--- config.mk ---
export PLATFORM = sky130hd
export DESIGN_NAME = lsu_itf_arbiter
export DESIGN_NICKNAME = d
export VERILOG_FILES = /design/src/rtl/lsu_itf_arbiter.sv
export SDC_FILE = /design/constraint.sdc
export NUM_CORES = 1
export LEC_CHECK = 0
export CAP_MARGIN = 40
export CORE_AREA = 5 5 128 130
export CTS_CLUSTER_SIZE = 40
export DETAILED_ROUTE_END_ITERATION = 10
export DIE_AREA = 0 0 133 135
export PLACE_DENSITY = 0.62
export SETUP_SLACK_MARGIN = 0.4
export SLEW_MARGIN = 10
export SYNTH_ARGS = -nofsm -noshare
export SYNTH_HDL_FRONTEND = slang
export SYNTH_SLANG_ARGS = --single-unit
--- constraint.sdc ---
create_clock -name clk_i -period 2 [get_ports clk_i]
set_input_delay 0.3 -clock clk_i [delete_from_list [all_inputs] [get_ports clk_i]]
set_output_delay 0.3 -clock clk_i [all_outputs]
set_load 0.02 [all_outputs]
--- src/rtl/lsu_itf_arbiter.sv ---
// 2:1 arbiter for the LSU request/ack interface: merges core LSU (m0) and debug/DMA (m1)
// onto one target port with round-robin or fixed priority, grant lock and ack timeout.

package sophon_pkg;

   typedef struct packed {
      logic        req;
      logic        we;
      logic [31:0] addr;
      logic [31:0] wdata;
      logic [3:0]  amo;
      logic [3:0]  strb;
      logic [1:0]  size;
   } lsu_req_t;

   typedef struct packed {
      logic        ack;
      logic        error;
      logic [31:0] rdata;
   } lsu_ack_t;

endpackage

module lsu_itf_arbiter
   import sophon_pkg::*;
#(
   parameter bit          RR_EN       = 1'b1,
   parameter int unsigned TIMEOUT_CYC = 255,
   parameter int unsigned CNT_W       = 8
) (
   input  logic     clk_i,
   input  logic     rst_ni,
   input  lsu_req_t lsu_req_m0_i,
   output lsu_ack_t lsu_ack_m0_o,
   input  lsu_req_t lsu_req_m1_i,
   output lsu_ack_t lsu_ack_m1_o,
   output lsu_req_t lsu_req_o,
   input  lsu_ack_t lsu_ack_i,
   output logic     timeout_o
);

   typedef enum logic [0:0] {StIdle, StBusy} state_e;

   localparam lsu_req_t         IdleReq = '{size: 2'b01, default: '0};
   localparam logic [CNT_W-1:0] TmoVal  = CNT_W'(TIMEOUT_CYC);
   localparam logic [CNT_W-1:0] CntMax  = '1;

   state_e           state_q, state_d;
   logic             prio_q, prio_d;
   logic             owner_q, owner_d;
   logic [CNT_W-1:0] cnt_q, cnt_d;

   logic     sel;
   logic     fwd;
   logic     ack_hit;
   logic     tmo_hit;
   lsu_req_t sel_req;
   lsu_ack_t tmo_ack;

   always_ff @(posedge clk_i or negedge rst_ni) begin
      if (!rst_ni) begin
         state_q <= StIdle;
         prio_q  <= 1'b0;
         owner_q <= 1'b0;
         cnt_q   <= '0;
      end else begin
         state_q <= state_d;
         prio_q  <= prio_d;
         owner_q <= owner_d;
         cnt_q   <= cnt_d;
      end
   end

   // Selection: in IDLE the grant is decided combinationally; in BUSY it is locked to owner.
   always_comb begin
      sel = 1'b0;
      fwd = 1'b0;
      unique case (state_q)
         StIdle: begin
            if (lsu_req_m0_i.req && lsu_req_m1_i.req) begin
               sel = RR_EN ? prio_q : 1'b0;
            end else begin
               sel = lsu_req_m1_i.req;
            end
            fwd = lsu_req_m0_i.req | lsu_req_m1_i.req;
         end
         StBusy: begin
            sel = owner_q;
            fwd = owner_q ? lsu_req_m1_i.req : lsu_req_m0_i.req;
         end
         default: ;
      endcase
   end

   assign sel_req = sel ? lsu_req_m1_i : lsu_req_m0_i;
   // A target ack with nothing forwarded is a late ack after an abort and is dropped.
   assign ack_hit = fwd & lsu_ack_i.ack;
   assign tmo_hit = (TIMEOUT_CYC != 0) && (state_q == StBusy) && fwd && !lsu_ack_i.ack &&
                    (cnt_q == TmoVal);
   assign tmo_ack = '{ack: 1'b1, error: 1'b1, rdata: 32'h0};

   always_comb begin
      state_d = state_q;
      prio_d  = prio_q;
      owner_d = owner_q;
      cnt_d   = cnt_q;
      unique case (state_q)
         StIdle: begin
            if (fwd) begin
               if (ack_hit) begin
                  prio_d = ~sel;
               end else begin
                  owner_d = sel;
                  cnt_d   = CNT_W'(1);
                  state_d = StBusy;
               end
            end
         end
         StBusy: begin
            if (!fwd) begin
               // Owner withdrew without an ack: release silently.
               state_d = StIdle;
               cnt_d   = '0;
            end else if (ack_hit || tmo_hit) begin
               state_d = StIdle;
               prio_d  = ~owner_q;
               cnt_d   = '0;
            end else if (cnt_q != CntMax) begin
               cnt_d = cnt_q + CNT_W'(1);
            end
         end
         default: ;
      endcase
   end

   always_comb begin
      lsu_req_o    = fwd ? sel_req : IdleReq;
      lsu_ack_m0_o = '0;
      lsu_ack_m1_o = '0;
      timeout_o    = tmo_hit;
      if (ack_hit) begin
         if (sel) lsu_ack_m1_o = lsu_ack_i;
         else     lsu_ack_m0_o = lsu_ack_i;
      end else if (tmo_hit) begin
         if (sel) lsu_ack_m1_o = tmo_ack;
         else     lsu_ack_m0_o = tmo_ack;
      end
   end

endmodule
* Word-level counts from Yosys, hierarchy flattened
Cells that the tools add are included. Widths: inputs -> output; s select.
Storage, ports and cells: flip-flop bits (word level) 11, bits in latches 0, RAM bits 0, ROM bits 0, input port bits 188, output and inout port bits 145, word-level logic and storage cells 58, memories kept 0
Operators by class: $add $sub $neg 1, $mul 0, div/mod/pow operators 0, magnitude comparators 0, equality and inequality tests 8, shift-type cells 0, multiplexer cells 30, bitwise logic cells 6, reductions and logical operators 9
Operator list (number):
- $mux 34 | 8
- $mux 76 | 2
- $mux 8 | 5
- $pmux 8 s2 | 1
- $mux 1 | 10
- $add 8x1->8 const B | 1
- $eq 8x8->1 const B | 1
- $ne 8x8->1 const B | 1
- $pmux 1 s2 | 4
- $ne 2x2->1 const B | 3
- $reduce_and 3->1 | 2
- $logic_and 1x1->1 | 4
- $ne 2x1->1 const B | 2
- $ne 4x2->1 const B | 1
- $not 1->1 | 4
- $reduce_and 4->1 | 1
- $and 1x1->1 | 1
- $logic_not 1->1 | 1
- $logic_or 1x1->1 | 1
- $or 1x1->1 | 1

* Depth between registers and ports, before layout
Gate-level depths: netlist (run 1).
depth in word-level cells 9, mapped depth 7, gate-level depth less buffers 5

* Least setup slack after synthesis (run 1)
No wires, ideal clock.
kind reg2out, from register state_q, to output lsu_req_o[38] in the netlist's numbering, data arrival time 1.732 ns, required time 1.700 ns, setup slack -0.032 ns, cell stages (with the launch flop) 7, path buffers 3, cells stage by stage dfrtp_1 > buf_2 > a22oi_1 > buf_2 > buf_2 > nand2_1 > a21oi_1
RTL lines:
- start, declared | line 48 | state_e state_q, state_d;
- start signal, assigned | line 62 | state_q <= StIdle;
- start signal, assigned | line 67 | state_q <= state_d;
- end, declared | line 37 | output lsu_req_t lsu_req_o,

==> qor.csv, run 1 <==
stage,metric,value,unit
grt,initial antenna violation count,0,
drt,DRC viols,0,
cts,CTS Hold Bufs,0,
cts,clock root cell,clkbuf_16,
power_and_ir_drop,Logic pwr share,87.6,%
sta,fin worst setup slack,-0.275,ns
power_and_ir_drop,PwrDens,546,nW/um^2
run_status,status,finished with violations,
sta,Fmax,440,MHz
synth,count of flip-flops with a built-in enable after synthesis,0,
placement,gpl congestion,0.861,
critical_path,Reg2Reg Setup Slack,0.29,ns
drt,number of nets with antenna violations after routing,0,
sta,clk_skew,0.000607,ns
synth,main flop type after synthesis,dfrtp_1,
sta,Worst Tran Pin Value,0.556,ns
cells_and_area,post-route non-filler standard cell count,1024,
drt,WL/cell,19.0,microns
cts,latest clock arrival within the worst-skew pair,0.23,ns
synth,most common cell in the synthesized netlist,nand2_1,
hold_path,Worst Hold Class,input pin to asynchronous set/reset pin,
placement,"worst slack, placed",-0.820,ns
critical_path,CP Cell Sequence,"buf_6, nand2b_4, o22ai_4, buf_6, nor3_4, buf_6, buf_12, buf_16, and2_4, buf_6",
critical_path,CP Max Fanout,8,
critical_path,worst path required time,1.70,ns
cts,"CTS clk-pin slew, worst paths",0.04,ns
sta,final setup vio count,143,
power_and_ir_drop,Seq pwr share,5.3,%
critical_path,WP buf/inv,6,
critical_path,critical setup path kind,flop to output port,
power_and_ir_drop,maximum vdd drop,0.000364,V
sta,final hold vios,0,
placement,placed inst area,7400,sq um
cts,CTS tree,built,
critical_path,critical path endpoint category,output port,
power_and_ir_drop,clock share of power,7.1,%
power_and_ir_drop,internal power,0.00297,W
cells_and_area,Layout Nets,1026,
power_and_ir_drop,Switching Fraction,42.0,%
synth,ys async rst share,100,%
synth,leading area contributor after synthesis,nand2_1,
critical_path,"CP delay by family, top",buffers and inverters,
die,die height,135,microns
synth,Post-Syn Nets,592,
synth,Seq cells post-synth,11,
synth,Synth area leaders,"nand2_1 (26%), and2_1 (19%), a21oi_1 (18%)",
drt,DR iter-0 viols,156,
die,row count,45,
die,core area,15000,sq um
cts,total CTS buffers,3,
cells_and_area,share of post-route cells with drive strength above 1,66.0,%
grt,vias in the first global route,4688,
synth,top-area cell type share of the netlist area,26.4,%
cts,H-tree depth,1,
power_and_ir_drop,total design power,0.00512,W
cells_and_area,design area,9370,sq um
run_status,failing checks,negative setup slack,
die,io pins,333,
placement,Buffers on Ports,332,
critical_path,max incr delay on CP,0.47,ns
critical_path,CP max-delay cell,dfrtp_2,
cts,clock sinks,11,
synth,Synth top cells by count,"nand2_1 (154), a21oi_1 (78), and2_1 (65), buf_2 (20), clkbuf_1 (14)",
drt,Vias/cell,4.49,
synth,post-synthesis average cell area,5.44,sq um
critical_path,most frequent CP cell,buf_6,
power_and_ir_drop,Pleak,4.07,nW
critical_path,CP Launch Type,flop,
sta,Tmin final,2.27,ns
sta,Final Cycle Share,114,%
drt,length of the first detailed-routing pass in iterations,4,
cells_and_area,Antenna Cells,0,
placement,Placed Instances,939,
cells_and_area,synthesis-to-layout area growth,328,%
die,Die ar.,18000,sq um
flow_run,max-cap violation count,0,
grt,pin count of the biggest net entering global routing,33,
grt,Tot GR Track Use,17.7,%
die,Die Span X,133,microns
grt,GRT Residual Overflow,0,
sta,final setup TNS,-25.16,ns
sta,RSZ-0062 raised after global routing,yes,
drt,via count,4601,
drt,Routed Wire Length,19.5,mm
synth,post-synth cell types,36,
cts,CTS max path bufs,2,
synth,synthesized area,2190,sq um
critical_path,CP arrival,1.97,ns
synth,Yosys Warn Count,0,
cells_and_area,fill count,1200,
sta,Max Transition Viols Final,0,
placement,DP Wirelength,13.4,mm
synth,Post-Syn Instances,403,
sta,Rel. slew slack,62.8,%
grt,first-pass GRT wire length,25.9,mm
synth,post-synthesis sequential area ratio,12.6,%
die,Initial Util,14.6,%
power_and_ir_drop,Psw,0.00215,W
-- cell type report --
class                           count  area [sq um]  area share (%)
Timing Repair Buffer              464          5400            57.6
Clock buffer                        4          78.8           0.841
Tap cell                          188           235            2.51
Multi-Input combinational cell    353          3370            35.9
Sequential cell                    11           278            2.96
Inverter                            4          17.5           0.187
-- power by group through the flow --
stage	Sequential (W)	Clock, W	Combinational [W]
after global routing	0.000276	0.000390	0.00469
after global placement	0.000265	0	0.00328
after CTS	0.000267	0.000374	0.00359
after floorplan	0.000264	0	0.00185
after detailed placement	0.000266	0	0.00332
final	0.000273	0.000362	0.00448
-- layer usage --
metal / track usage (%) / routed length, microns / up-vias
met5: 0 / 0 / -
li1: - / - / 2198
met3: 4.36 / 1210 / 14
met1: 19.3 / 7150 / 2199
met4: 2.42 / 171 / 0
met2: 35.1 / 10900 / 190
-- worst paths after layout --
kind | endpoint | startpoint | cells past startpoint
worst max-delay path | lsu_ack_m1_o[13] | state_q | 10
worst min-delay path | cnt_q[0] | rst_ni | 1
worst max register to register | prio_q | state_q | 7
worst min register to register | prio_q | prio_q | 2
max in group asynchronous | owner_q | rst_ni | 1
min in group clk_i | prio_q | prio_q | 2
-- state kept, by name (all words and copies together) (netlist names) --
| name | flops |
|---|---|
| owner_q | 1 |
| cnt_q | 8 |
| state_q | 1 |
| prio_q | 1 |
-- cells by family after synthesis --
kind of cell,Yosys count,share of synthesized area [%]
adder cells (fa/ha/maj),1,0.571
multiplexers,1,0.457
XOR/XNOR,1,0.400
AND/OR/NAND/NOR,253,54.3
flip-flops,11,12.6
AO/OA/AOI/OAI,97,23.8
buffers and inverters,39,8.00
-- stage by stage --
stage / utilization [%] / hold WS, ns
2_1_floorplan: - / 0.00441
3_3_place_gp: 49.2 / 0.506
3_5_place_dp: 49.2 / 0.500
4_1_cts: 52.8 / 0.429
5_1_grt: 62.3 / 0.472
6_report: 62.3 / 0.427
-- cell usage in the layout (no fill, tap or decap), drive strengths merged, types with 4 or more instances in the layout --
master         synthesis  layout
buf                   21     264
nand2                154     154
clkbuf                14      17
clkdlybuf4s50          0     184
nand2b                 5       5
o21ai                  7       7
inv                    4       4
nand3                  4       4
dfrtp                 11      11
nor3                   9       9
a21oi                 78      78
and2                  65      65
nor2                   4       4
-- repair_timing --
item                                    4_1_cts  5_1_grt
buffers inserted                             19       40
cloned                                        7       15
endpoints found under the setup margin      153      154
pin swaps                                    14       64
gates resized for setup                     736      299
Power figures use the tool's default switching activity.
==> run 2, diff against run 1 <==
--- a/config.mk
+++ b/config.mk
@@ -5,7 +5,7 @@
 export SDC_FILE = /design/constraint.sdc
 export NUM_CORES = 1
 export LEC_CHECK = 0
-export CAP_MARGIN = 40
+export CAP_MARGIN = 10
 export CORE_AREA = 5 5 128 130
 export CTS_CLUSTER_SIZE = 40
 export DETAILED_ROUTE_END_ITERATION = 10
==> results of run 2 <==
Same layout as run 1: the final DEF is identical, and so are final timing and power.
==> run 3, diff against run 2 <==
==> constraint.sdc (replaced) <==
create_clock -name clk_i -period 2.2 [get_ports clk_i]
set_input_delay 0.33 -clock clk_i [delete_from_list [all_inputs] [get_ports clk_i]]
set_output_delay 0.33 -clock clk_i [all_outputs]
set_load 0.02 [all_outputs]
==> run 3 against run 2 <==
  * The flow still finishes with violations (negative setup slack)
  * Setup slack gained 0.18 ns
  * Clock skew grew 0.0038 ns
  * Combinational power shrank 17%
  * First-iteration DRC count grew 7.1%
  * Final cell count shrank 3.7%
  * Design area shrank 8.9%
  * Sequential cell count is the same
  * Power shrank 15%
  * Utilization shrank 5.5 points
  * Largest cell class unchanged
==> qor.csv, run 3 (synthesis gave the netlist of run 1 again) <==
stage,metric,value,unit,change
run_status,status,finished with violations,,
run_status,failing checks,negative setup slack,,
flow_run,max-cap violation count,0,,unchanged
sta,RSZ-0062 raised after global routing,yes,,
cts,latest clock arrival within the worst-skew pair,0.25,ns,+0.02 ns
critical_path,worst path required time,1.87,ns,+0.17 ns
grt,Tot GR Track Use,18.0,%,+0.33 points
drt,WL/cell,20.0,microns,+5.0%
cts,H-tree depth,1,,unchanged
grt,met1 GRT Util,19.7,%,+0.40 points
cts,total CTS buffers,3,,unchanged
cells_and_area,share of post-route cells with drive strength above 1,60.7,%,-5.4 points
hold_path,Worst Hold Class,input pin to asynchronous set/reset pin,,
critical_path,critical path endpoint category,output port,,
critical_path,CP Launch Type,flop,,
die,core area,15000,sq um,unchanged
cts,CTS tree,built,,
die,Die ar.,18000,sq um,unchanged
die,io pins,333,,unchanged
placement,gpl congestion,0.888,,+3.1%
cts,CTS Hold Bufs,0,,unchanged
placement,Buffers on Ports,332,,unchanged
drt,Vias/cell,4.58,,+1.9%
cells_and_area,Layout Nets,988,,-3.7%
cells_and_area,design area,8540,sq um,-8.9%
sta,clk_skew,0.00438,ns,+0.00378 ns
sta,Final Hold Slack,0.473,ns,+0.0458 ns
cells_and_area,synthesis-to-layout area growth,290,%,
cells_and_area,"commonest non-fill, non-tap cell in the layout",clkdlybuf4s50_1,,
grt,vias in the first global route,4605,,-1.8%
power_and_ir_drop,PwrDens,507,nW/um^2,-7.1%
critical_path,CP Cell Sequence,"buf_6, nor2b_4, a22o_4, buf_12, buf_12, buf_12, nand2_2, a21oi_2, buf_4",,
critical_path,max incr delay on CP,0.44,ns,-0.03 ns
drt,DR iter-0 viols,167,,+7.1%
critical_path,most frequent CP cell,buf_12,,
critical_path,worst flop-to-flop path startpoint,owner_q,,
critical_path,"CP delay by family, top",buffers and inverters,,
cells_and_area,fill count,1226,,+2.2%
sta,Final Cycle Share,104,%,
drt,via count,4513,,-1.9%
cts,clock sinks,11,,unchanged
drt,length of the first detailed-routing pass in iterations,5,,+1
cts,clock root cell,clkbuf_16,,
critical_path,CP Max Fanout,7,,-1
die,row count,45,,unchanged
cts,"CTS clk-pin slew, worst paths",0.04,ns,about the same
critical_path,WP buf/inv,5,,-1
cells_and_area,Antenna Cells,0,,unchanged
grt,M2 GR Usage,34.6,%,-0.48 points
placement,DP Wirelength,13.1,mm,-1.8%
critical_path,CP arrival,1.96,ns,about the same
sta,Rel. slew slack,58.6,%,-4.2 points
drt,Routed Wire Length,19.7,mm,+1.1%
sta,fin worst setup slack,-0.0915,ns,+0.183 ns
grt,first-pass GRT wire length,26.1,mm,+0.72%
grt,GRT Residual Overflow,0,,unchanged
drt,DRC viols,0,,unchanged
critical_path,Worst R2R End,cnt_q[3],,
cells_and_area,Reg area,278,sq um,unchanged
power_and_ir_drop,total design power,0.00433,W,-15%
grt,grt met3 use,4.73,%,+0.37 points
critical_path,Reg2Reg Setup Slack,0.43,ns,+0.14 ns
cells_and_area,post-route non-filler standard cell count,986,,-3.7%
cells_and_area,max reg flops,8,,unchanged
sta,final setup vio count,109,,-24%
grt,grt peak-use layer,met2,,
power_and_ir_drop,maximum vdd drop,0.000186,V,-49%
sta,final hold vios,0,,unchanged
die,die height,135,microns,unchanged
power_and_ir_drop,Pleak,3.71,nW,-9.0%
sta,Max Transition Viols Final,0,,unchanged
cts,CTS max path bufs,2,,unchanged
cells_and_area,Final Util,56.8,%,-5.5 points
critical_path,CP max-delay cell,dfrtp_2,,
drt,number of nets with antenna violations after routing,0,,unchanged
sta,Tmin final,2.29,ns,
critical_path,critical setup path kind,flop to output port,,
die,Die Span X,133,microns,unchanged
die,Initial Util,14.6,%,unchanged
sta,Worst Tran Pin Value,0.618,ns,+0.0627 ns
cells_and_area,most frequent cells in the layout,"clkdlybuf4s50_1 (185), buf_6 (155), nand2_1 (75)",,
cells_and_area,area of the multi-input gates,3070,sq um,-8.7%
cells_and_area,register bank with the most flops,cnt_q,,
placement,Placed Instances,932,,-0.75%
critical_path,worst reg2reg path depth,7,,unchanged
sta,Fmax,436,MHz,
grt,pin count of the biggest net entering global routing,23,,-30%
placement,placed inst area,6670,sq um,-9.8%
grt,initial antenna violation count,0,,unchanged
-- run 3: changes by cell type in the layout (fill, tap and decap cells not counted), sizes merged --
cell | previous run | this run
dlymetal6s2s | 1 | 0
buf | 264 | 230
clkdlybuf4s50 | 184 | 185
clkbuf | 17 | 13
-- run 3: layer usage --
metal  up-vias  part of all wire [%]
met3        23                   8.0
met5         -                     0
met1      2127                    35
met2       251                    54
met4         0                   2.1
li1       2112                     -
-- run 3: report_power, final --
part	switching, W	internal [W]	total, W	leakage [nW]
Clock	0.000102	0.000244	0.000346	0.0382
Sequential	0.0000219	0.000223	0.000245	0.143
Combinational	0.00174	0.00200	0.00374	3.53
-- run 3: metrics by stage --
| stage | setup slack [ns] | setup TNS [ns] |
|---|---|---|
| finish | -0.0915 | -3.06 |
| global route | -0.156 | -11.94 |
| floorplan | 0.326 | 0 |
| detailed placement | -0.789 | -94.05 |
| CTS | -0.0715 | -3.71 |
| global placement | -0.706 | -85.60 |
-- run 3: repair_timing --
action	CTS	global route
cloned	8	9
buffers inserted	19	14
endpoints found under the setup margin	148	148
pin swaps	14	139
resized for setup	863	238
-- run 3: cell type report --
type | count | area share (%)
Sequential cell | 11 | 3.25
Clock buffer | 4 | 0.923
Multi-Input combinational cell | 353 | 36.0
Tap cell | 188 | 2.76
Timing Repair Buffer | 426 | 56.9
Inverter | 4 | 0.235
-- run 3: worst max-delay path by stage --
stage	slack [ns]	cells past startpoint	from	endpoint
detailed placement	-0.79	7	lsu_req_m0_i[75]	lsu_req_o[8]
global route	-0.16	9	state_q	lsu_req_o[59]
floorplan	0.33	6	state_q	lsu_ack_m0_o[10]
finish	-0.09	9	state_q	lsu_req_o[31]
global placement	-0.71	7	lsu_req_m0_i[75]	lsu_req_o[8]
CTS	-0.07	7	state_q	lsu_req_o[62]
